## config.mk

```make
export PLATFORM = sky130hd
export DESIGN_NAME = ahb_cmd_manager
export DESIGN_NICKNAME = d
export VERILOG_FILES = /design/src/rtl/ahb_cmd_manager.sv
export SDC_FILE = /design/constraint.sdc
export NUM_CORES = 1
export LEC_CHECK = 0
export CORE_MARGIN = 2
export CORE_UTILIZATION = 48
export DETAILED_ROUTE_END_ITERATION = 8
export PLACE_DENSITY = 0.8
export SYNTH_ARGS = -nofsm -noshare
export SYNTH_HDL_FRONTEND = slang
export SYNTH_SLANG_ARGS = --single-unit
```

## constraint.sdc

```tcl
create_clock -name clk -period 3.3 [get_ports clk]
set_clock_uncertainty 0.1 [all_clocks]
set_input_delay 0.66 -clock clk [delete_from_list [all_inputs] [get_ports clk]]
set_output_delay 0.66 -clock clk [all_outputs]
set_load 0.02 [all_outputs]
```

## src/rtl/ahb_cmd_manager.sv

```systemverilog
// ahb_cmd_manager: single-transfer AHB manager. A valid/ready command stream
// feeds a two-stage address/data pipeline, and responses return through a
// 2-entry fall-through FIFO. Credits bound the number of commands in flight,
// so the FIFO cannot overflow.
//
// Optional feature: define AHB_MGR_TIMEOUT_EN to retire a data phase with an
// error after TimeoutCycles wait states. Without it the manager waits
// indefinitely.
//
// Error-cancel FSM:
//   state    | meaning
//   ERR_NONE | normal operation; cancel only in the first cycle of an error
//   ERR_HOLD | second error cycle pending; A stays cancelled until ready=1
module ahb_cmd_manager #(
  parameter int AddrWidth     = 32,
  parameter int DataWidth     = 32,
  parameter int TimeoutCycles = 256
) (
  input  logic                 clk,
  input  logic                 nReset,
  input  logic                 cmdValid,
  output logic                 cmdReady,
  input  logic [AddrWidth-1:0] cmdAddr,
  input  logic                 cmdWrite,
  input  logic [DataWidth-1:0] cmdWData,
  input  logic [3:0]           cmdControl,
  output logic                 rspValid,
  input  logic                 rspReady,
  output logic [DataWidth-1:0] rspData,
  output logic                 rspErr,
  output logic [AddrWidth-1:0] addr,
  output logic [3:0]           control,
  output logic [1:0]           trans,
  output logic                 write,
  output logic [DataWidth-1:0] wData,
  input  logic [DataWidth-1:0] rData,
  input  logic [1:0]           resp,
  input  logic                 ready
);

  typedef enum logic [0:0] {ERR_NONE, ERR_HOLD} err_state_t;

  // address-phase register
  logic                 a_valid;
  logic                 a_write;
  logic [AddrWidth-1:0] a_addr;
  logic [3:0]           a_control;
  logic [DataWidth-1:0] a_wdata;
  // data-phase register
  logic                 d_valid;
  logic                 d_write;
  logic [DataWidth-1:0] d_wdata;

  logic [1:0]           credit;
  logic [DataWidth-1:0] fifo_data [0:1];
  logic [1:0]           fifo_err;
  logic                 wr_ptr;
  logic                 rd_ptr;
  logic [1:0]           fifo_count;

  err_state_t           err_state;
  err_state_t           err_state_next;

  logic                 err_first;
  logic                 err_cancel;
  logic                 timeout_now;
  logic                 retire;
  logic                 advance;
  logic                 accept;
  logic                 push;
  logic                 pop;
  logic                 store;
  logic                 pop_mem;
  logic                 fifo_empty;
  logic [DataWidth-1:0] push_data;
  logic                 push_err;

`ifdef AHB_MGR_TIMEOUT_EN
  localparam int WaitW = $clog2(TimeoutCycles + 1);
  logic [WaitW-1:0] wait_cnt;

  // Count wait states of the current data phase; restart on ready or retire.
  always_ff @(posedge clk) begin
    if (!nReset) begin
      wait_cnt <= '0;
    end else if (!d_valid || ready || timeout_now) begin
      wait_cnt <= '0;
    end else begin
      wait_cnt <= wait_cnt + 1'b1;
    end
  end

  assign timeout_now = d_valid && !ready && (wait_cnt == WaitW'(TimeoutCycles));
`else
  assign timeout_now = 1'b0;
`endif

  // First cycle of a two-cycle error response; the pending address phase is
  // withdrawn here and stays withdrawn through the second cycle.
  assign err_first  = d_valid && (resp != 2'b00) && !ready;
  assign err_cancel = err_first || (err_state == ERR_HOLD) || timeout_now;

  assign retire  = d_valid && (ready || timeout_now);
  assign advance = ready && !err_cancel;
  assign push    = nReset && retire;

  assign push_data = (timeout_now || d_write) ? '0 : rData;
  assign push_err  = timeout_now || (resp != 2'b00);

  // Fall-through FIFO: a response pushed this cycle is visible immediately,
  // which lets one credit turn around every cycle at full throughput.
  assign fifo_empty = (fifo_count == 2'd0);
  assign rspValid   = !fifo_empty || push;
  assign rspData    = !fifo_empty ? fifo_data[rd_ptr] : (push ? push_data : '0);
  assign rspErr     = !fifo_empty ? fifo_err[rd_ptr]  : (push && push_err);
  assign pop        = rspValid && rspReady;
  assign store      = push && !(pop && fifo_empty);
  assign pop_mem    = pop && !fifo_empty;

  assign cmdReady = nReset && ((credit < 2'd2) || pop) && (!a_valid || ready) && !err_cancel;
  assign accept   = cmdValid && cmdReady;

  // Bus outputs come only from the pipeline registers.
  assign trans   = (a_valid && !err_cancel) ? 2'b10 : 2'b00;
  assign addr    = a_valid ? a_addr : '0;
  assign control = a_valid ? a_control : 4'h0;
  assign write   = a_valid && a_write;
  assign wData   = (d_valid && d_write) ? d_wdata : '0;

  // Error-cancel state register.
  always_ff @(posedge clk) begin
    if (!nReset) begin
      err_state <= ERR_NONE;
    end else begin
      err_state <= err_state_next;
    end
  end

  // Error-cancel next state: hold until the subordinate completes the response.
  always_comb begin
    err_state_next = err_state;
    unique case (err_state)
      ERR_NONE: if (err_first && !timeout_now) err_state_next = ERR_HOLD;
      ERR_HOLD: if (ready || timeout_now) err_state_next = ERR_NONE;
      default:  err_state_next = ERR_NONE;
    endcase
  end

  // Address and data phase registers.
  always_ff @(posedge clk) begin
    if (!nReset) begin
      a_valid   <= 1'b0;
      a_write   <= 1'b0;
      a_addr    <= '0;
      a_control <= 4'h0;
      a_wdata   <= '0;
      d_valid   <= 1'b0;
      d_write   <= 1'b0;
      d_wdata   <= '0;
    end else begin
      if (advance) begin
        d_valid <= a_valid;
        d_write <= a_write;
        d_wdata <= a_wdata;
      end else if (retire) begin
        d_valid <= 1'b0;
      end
      if (accept) begin
        a_valid   <= 1'b1;
        a_write   <= cmdWrite;
        a_addr    <= cmdAddr;
        a_control <= cmdControl;
        a_wdata   <= cmdWData;
      end else if (advance) begin
        a_valid <= 1'b0;
      end
    end
  end

  // Credits: commands accepted but not yet popped from the response FIFO.
  always_ff @(posedge clk) begin
    if (!nReset) begin
      credit <= 2'd0;
    end else if (accept && !pop) begin
      credit <= credit + 2'd1;
    end else if (!accept && pop) begin
      credit <= credit - 2'd1;
    end
  end

  // Response FIFO storage and pointers.
  always_ff @(posedge clk) begin
    if (!nReset) begin
      fifo_data[0] <= '0;
      fifo_data[1] <= '0;
      fifo_err     <= 2'b00;
      wr_ptr       <= 1'b0;
      rd_ptr       <= 1'b0;
      fifo_count   <= 2'd0;
    end else begin
      if (store) begin
        fifo_data[wr_ptr] <= push_data;
        fifo_err[wr_ptr]  <= push_err;
        wr_ptr            <= ~wr_ptr;
      end
      if (pop_mem) begin
        rd_ptr <= ~rd_ptr;
      end
      fifo_count <= fifo_count + 2'(store) - 2'(pop_mem);
    end
  end

endmodule

```

[After elaboration in Yosys (flattened, before gate mapping)]
Memories as Yosys holds them, arrays and structs flattened. A register that Yosys moved wholly into a read port is not among the register bits.
Index checks and enable logic that the tools add are counted.
Word-level totals
  flip-flop bits (word level): 113
  bits in latches: 0
  bits in writable memories: 64
  ROM bits: 0
  input port bits: 108
  output and inout port bits: 106
  word-level logic and storage cells: 94
  memories: 1
Operators by class
  $add $sub $neg: 4
  multiply operators: 0
  div/mod/pow operators: 0
  order comparisons: 4
  eq/ne operators: 0
  shifts and indexed selects: 0
  mux-type cells: 31
  bitwise operators: 3
  reductions and logical operators: 37
Memories
  fifo_data: words 2, width 32, read ports 1, clocked after memory_dff 1, wr ports 2, RTL line 55  | logic [DataWidth-1:0] fifo_data [0:1];
Operators by type and width (count)
  two-way mux 32 bit: 6
  OR reduction 32 bit: 1
  logical AND 1 bit: 20
  two-way mux 1 bit: 18
  nonzero test 2 bit: 4
  logical NOT 1 bit: 7
  two-way mux 2 bit: 3
  logical OR 1 bit: 4
  less-than comparator 1 x 2 -> 1 bit (second input constant): 2
  two-way mux 4 bit: 1
  NOT 1 bit: 3
  adder 2 x 1 -> 2 bit: 1
  adder 2 x 1 -> 2 bit (second input constant): 1
  bitwise mux 2 bit: 1
  logical NOT 2 bit: 1
  less-than comparator 2 bit (second input constant): 1
  one-hot mux 1 bit (2 select lines): 1
  subtractor 2 x 1 -> 2 bit: 1
  subtractor 2 x 1 -> 2 bit (second input constant): 1
  demux 1 bit (select 1 bit): 1
  greater-or-equal comparator 1 bit (second input constant): 1

[Longest topological paths before layout]
  depth in word-level cells: 13
  depth in mapped cells: 10
  gate-level depth less buffers: 8

[Worst setup path before layout]
OpenSTA, ideal clock, no wires.
  path kind: input to output
  start point: input resp[1]
  end point: output cmdReady
  arrival time: 1.912 ns
  setup slack: 0.628 ns
  stages: 4
  buffers on the path: 1
  path through: o21a_1 -> a2111oi_4 -> clkbuf_1 -> and2_1
Between the ends
  word-level cells in the longest chain between the ends: 6
Ends and longest elaborated chain
  start: declaration: RTL line 37  | input logic [1:0] resp,
  nonzero test 2 bit: RTL line 100  | assign err_first = d_valid && (resp != 2'b00) && !ready;
  logical AND 1 bit (2 in series): RTL line 100
  logical OR 1 bit: RTL line 101  | assign err_cancel = err_first || (err_state == ERR_HOLD) || timeout_now;
  logical NOT 1 bit: RTL line 120  | assign cmdReady = nReset && ((credit < 2'd2) || pop) && (!a_valid || ready) && !err_cancel;
  logical AND 1 bit: RTL line 120
  end: declaration: RTL line 22  | output logic cmdReady,
Every way passes these cells.

[Worst setup path after layout]
  start point: input ready
  end point: output rspErr
Between the ends
  word-level cells in the longest chain between the ends: 4
Ends and longest elaborated chain
  start: declaration: RTL line 38  | input logic ready
  logical AND 1 bit: RTL line 103  | assign retire = d_valid && (ready || timeout_now);
  logical AND 1 bit: RTL line 105  | assign push = nReset && retire;
  logical AND 1 bit: RTL line 115  | assign rspErr = !fifo_empty ? fifo_err[rd_ptr] : (push && push_err);
  two-way mux 1 bit: RTL line 115
  end: declaration: RTL line 30  | output logic rspErr,
Every way passes these cells.

==> results.yml <==
synthesis:
  synth_commonest_cells: "141 x nand2_1, 114 x dfxtp_1, 73 x nor2_1"
  synth_cell_types: 34
  synthMostInstantiatedCell: "nand2_1"
  yosysTopAreaCellShare_pct: 29.4
  synth.avg_cell_area_um2: 9.08
  yosys.area.top_type: "dfxtp_1"
  synthTopCellsByArea: "dfxtp_1 29%, edfxtp_1 25%, nand2_1 6.8%"
  synth-edff-count: 64
  synthArstFlopShare_pct: 0
  synth_cells: 855
  synth_seq_cells: 178
  synthFlopType: "dfxtp_1"
  synth_seq_area_share_pct: 54.2
  synthesis.nets: 966
  yosysWarningCount: 0
  syn_area_um2: 7760
grt:
  grt_max_degree: 70
  first_global_vias: 6618
  grt_antenna_before_repair: 1
  grt_pass1_wl_um: 33700
  overflow: 0
  grt_usage_pct: 24.2
route:
  postRouteAntennaNets: 0
  top_layer: "met4"
  drc: 0
  vias: 6807
  avgViaCountPerCell: 5.41
  wl_met1_um: 8470
  wl_met3_um: 1870
  first_pass_iters: 5
  drtIter0Drc: 491
  wl_met2_um: 9840
  wl_um: 20700
  wl_per_cell_um: 16.4
setup_path:
  r2r_setup_slack_ns: 1.09
  crit_path_frequent_cell: "clkdlybuf4s50_1"
  max_stage_delay_ns: 0.66
  worstPathCellList: "clkdlybuf4s50_1 > nand3_1 > or3_1 > o22ai_1 > clkdlybuf4s50_1"
  cp-start-kind: "primary input"
  crit_fanout: 2
  required_ns: 2.54
  cp.arrival_ns: 2.46
  cp_slowest_cell: "clkdlybuf4s50_1"
  crit_family: "buffers and inverters"
  cp-end-kind: "primary output"
  path_buf_inv: 2
  worst-setup-path-type: "in -> out"
floorplan:
  die_x_um: 131
  rows: 46
  dieHeight_um: 131
  io-pin-count: 214
  core_um2: 15800
  start_util_pct: 49.0
  die_area_um2: 17200
power:
  leakage_nw: 4.10
  power-per-cell-area_nw_per_um2: 548
  p_sw_share_pct: 28.2
  clockPowerShare_pct: 36.8
  seq_power_share_pct: 43.4
  comb_power_share_pct: 19.9
  p_int_mw: 4.18
  power_switching_mw: 1.64
  vdd_drop_max_mv: 0.352
  power_mw: 5.82
timing:
  setup_slack_ns: 0.0808
  rsz0062_at_grt: "false"
  hold_ws_ns: 0.344
  period_share_pct: 97.6
  period_needed_ns: 3.22
  slew_headroom_pct: 49.4
  slew_viol_final: 0
  hold_viol: 0
  tightest_slew_ns: 0.758
  clock.fmax_ghz: 0.311
  setup_viol: 0
cts:
  cts_buffer_depth: 2
  numCtsBuffers: 17
  hold_buffers: 0
  cts.sinks: 178
  clk_pin_slew_ns: 0.07
  htreeDepth: 4
  cts_tree: "built"
  clkLatencyLatePin_ns: 0.43
  cts-root-buf: "clkbuf_16"
final_layout:
  syn2layout_area_growth_pct: 36.9
  layout-drive-gt1-share_pct: 6.24
  nets: 1139
  fillers: 1274
  post-route-cell-area_um2: 10600
placed_design:
  place_area_um2: 10000
  place_ws_ns: -0.123
  dp_hpwl_um: 13200
  globalplace.congestion: 0.785
  port_buffers: 212
status:
  outcome: "finished clean"
run:
  cap_violations: 0
hold_path:
  hp-class: "reg -> reg"
[layer usage]
layer,vias to the layer above,track usage (%)
li1,3336,-
met2,247,38.7
met1,3188,29.7
met4,0,8.94
met3,36,9.41
met5,-,0
[final timing paths]
| check | start | to | cells past startpoint |
|---|---|---|---|
| setup / recovery | ready | rspErr | 5 |
| hold / removal | a_addr[28]$_SDFFE_PN0P_ | a_addr[28]$_SDFFE_PN0P_ | 2 |
| setup reg to reg | fifo_count[1]$_SDFF_PN0_ | credit[1]$_SDFFE_PN0P_ | 7 |
| hold reg to reg | a_addr[28]$_SDFFE_PN0P_ | a_addr[28]$_SDFFE_PN0P_ | 2 |
[power by group through the flow]
stage | sequential [mW] | clock [mW] | combinational, mW
floorplan | 2.54 | 0 | 0.739
global placement | 2.56 | 0 | 1.18
detailed placement | 2.57 | 0 | 1.20
CTS | 2.52 | 2.17 | 1.16
global route | 2.54 | 2.26 | 1.26
finish | 2.52 | 2.14 | 1.16
[flip-flops by register name, summed over array words and instances (netlist names), 2 cells and up, named ones only]
| signal | count |
|---|---|
| a_addr | 32 |
| a_control | 4 |
| a_wdata | 32 |
| credit | 2 |
| d_wdata | 32 |
| fifo_count | 2 |
| fifo_data | 64 |
| fifo_err | 2 |
[metrics by stage]
stage / util [%] / setup TNS (ns) / cells
CTS: 67.1 / 0 / 1257
detailed placement: 63.4 / -2.56 / 1225
global route: 67.1 / 0 / 1257
global placement: 63.4 / -1.25 / 1225
floorplan: - / 0 / 855
finish: 67.1 / 0 / 1258
[kinds of logic after synthesis]
logic type / synth area share [%]
flip-flops: 54.2
XOR/XNOR: 0.564
multiplexers: 4.26
AO/OA/AOI/OAI: 10.7
AND/OR/NAND/NOR: 25.0
adder cells (fa/ha/maj): 0.484
other: 0.0483
buffers and inverters: 4.74
[placed cells by master (no fill, tap or decap), types with 3 or more instances in the layout]
cell               n
buf_4             21
nand2b_1          35
dlygate4sd2_1     33
clkinvlp_4         4
mux2i_1           33
xor2_1             4
and3_1            32
clkinv_4           4
and2_1            39
clkbuf_16         17
nor2_1            71
edfxtp_1          64
dfxtp_1          113
clkdlybuf4s50_1  177
bufinv_16          4
inv_1              5
nand2_1          141
o22ai_1           33
o21ai_1           69
a21oi_1           38
buf_12             3
nand4_1           70
ha_1               3
[area by class of cell]
| cell class | count | area [um^2] | share of cell area, % |
|---|---|---|---|
| Clock inverter | 15 | 208 | 1.96 |
| Multi-Input combinational cell | 588 | 3200 | 30.1 |
| Clock buffer | 17 | 425 | 4.00 |
| Timing Repair Buffer | 236 | 2290 | 21.5 |
| Sequential cell | 178 | 4210 | 39.6 |
| Inverter | 7 | 26.3 | 0.247 |
| Tap cell | 216 | 270 | 2.54 |
| Antenna cell | 1 | 2.50 | 0.0236 |
[worst reg2reg max path, cell delays in order, from the launching register on]
cell,delay [ns]
dfxtp_1,0.35
o21ai_0,0.47
nand3_2,0.19
nand3_1,0.16
inv_2,0.07
ha_1,0.33
or3_1,0.35
a21oi_1,0.13
[repair_timing]
action                     in CTS  in global routing
setup endpoints to repair      33                  0
resized for setup              33                  0
buffers inserted                0                  0
No activity file was read; power rests on OpenSTA's default activity.
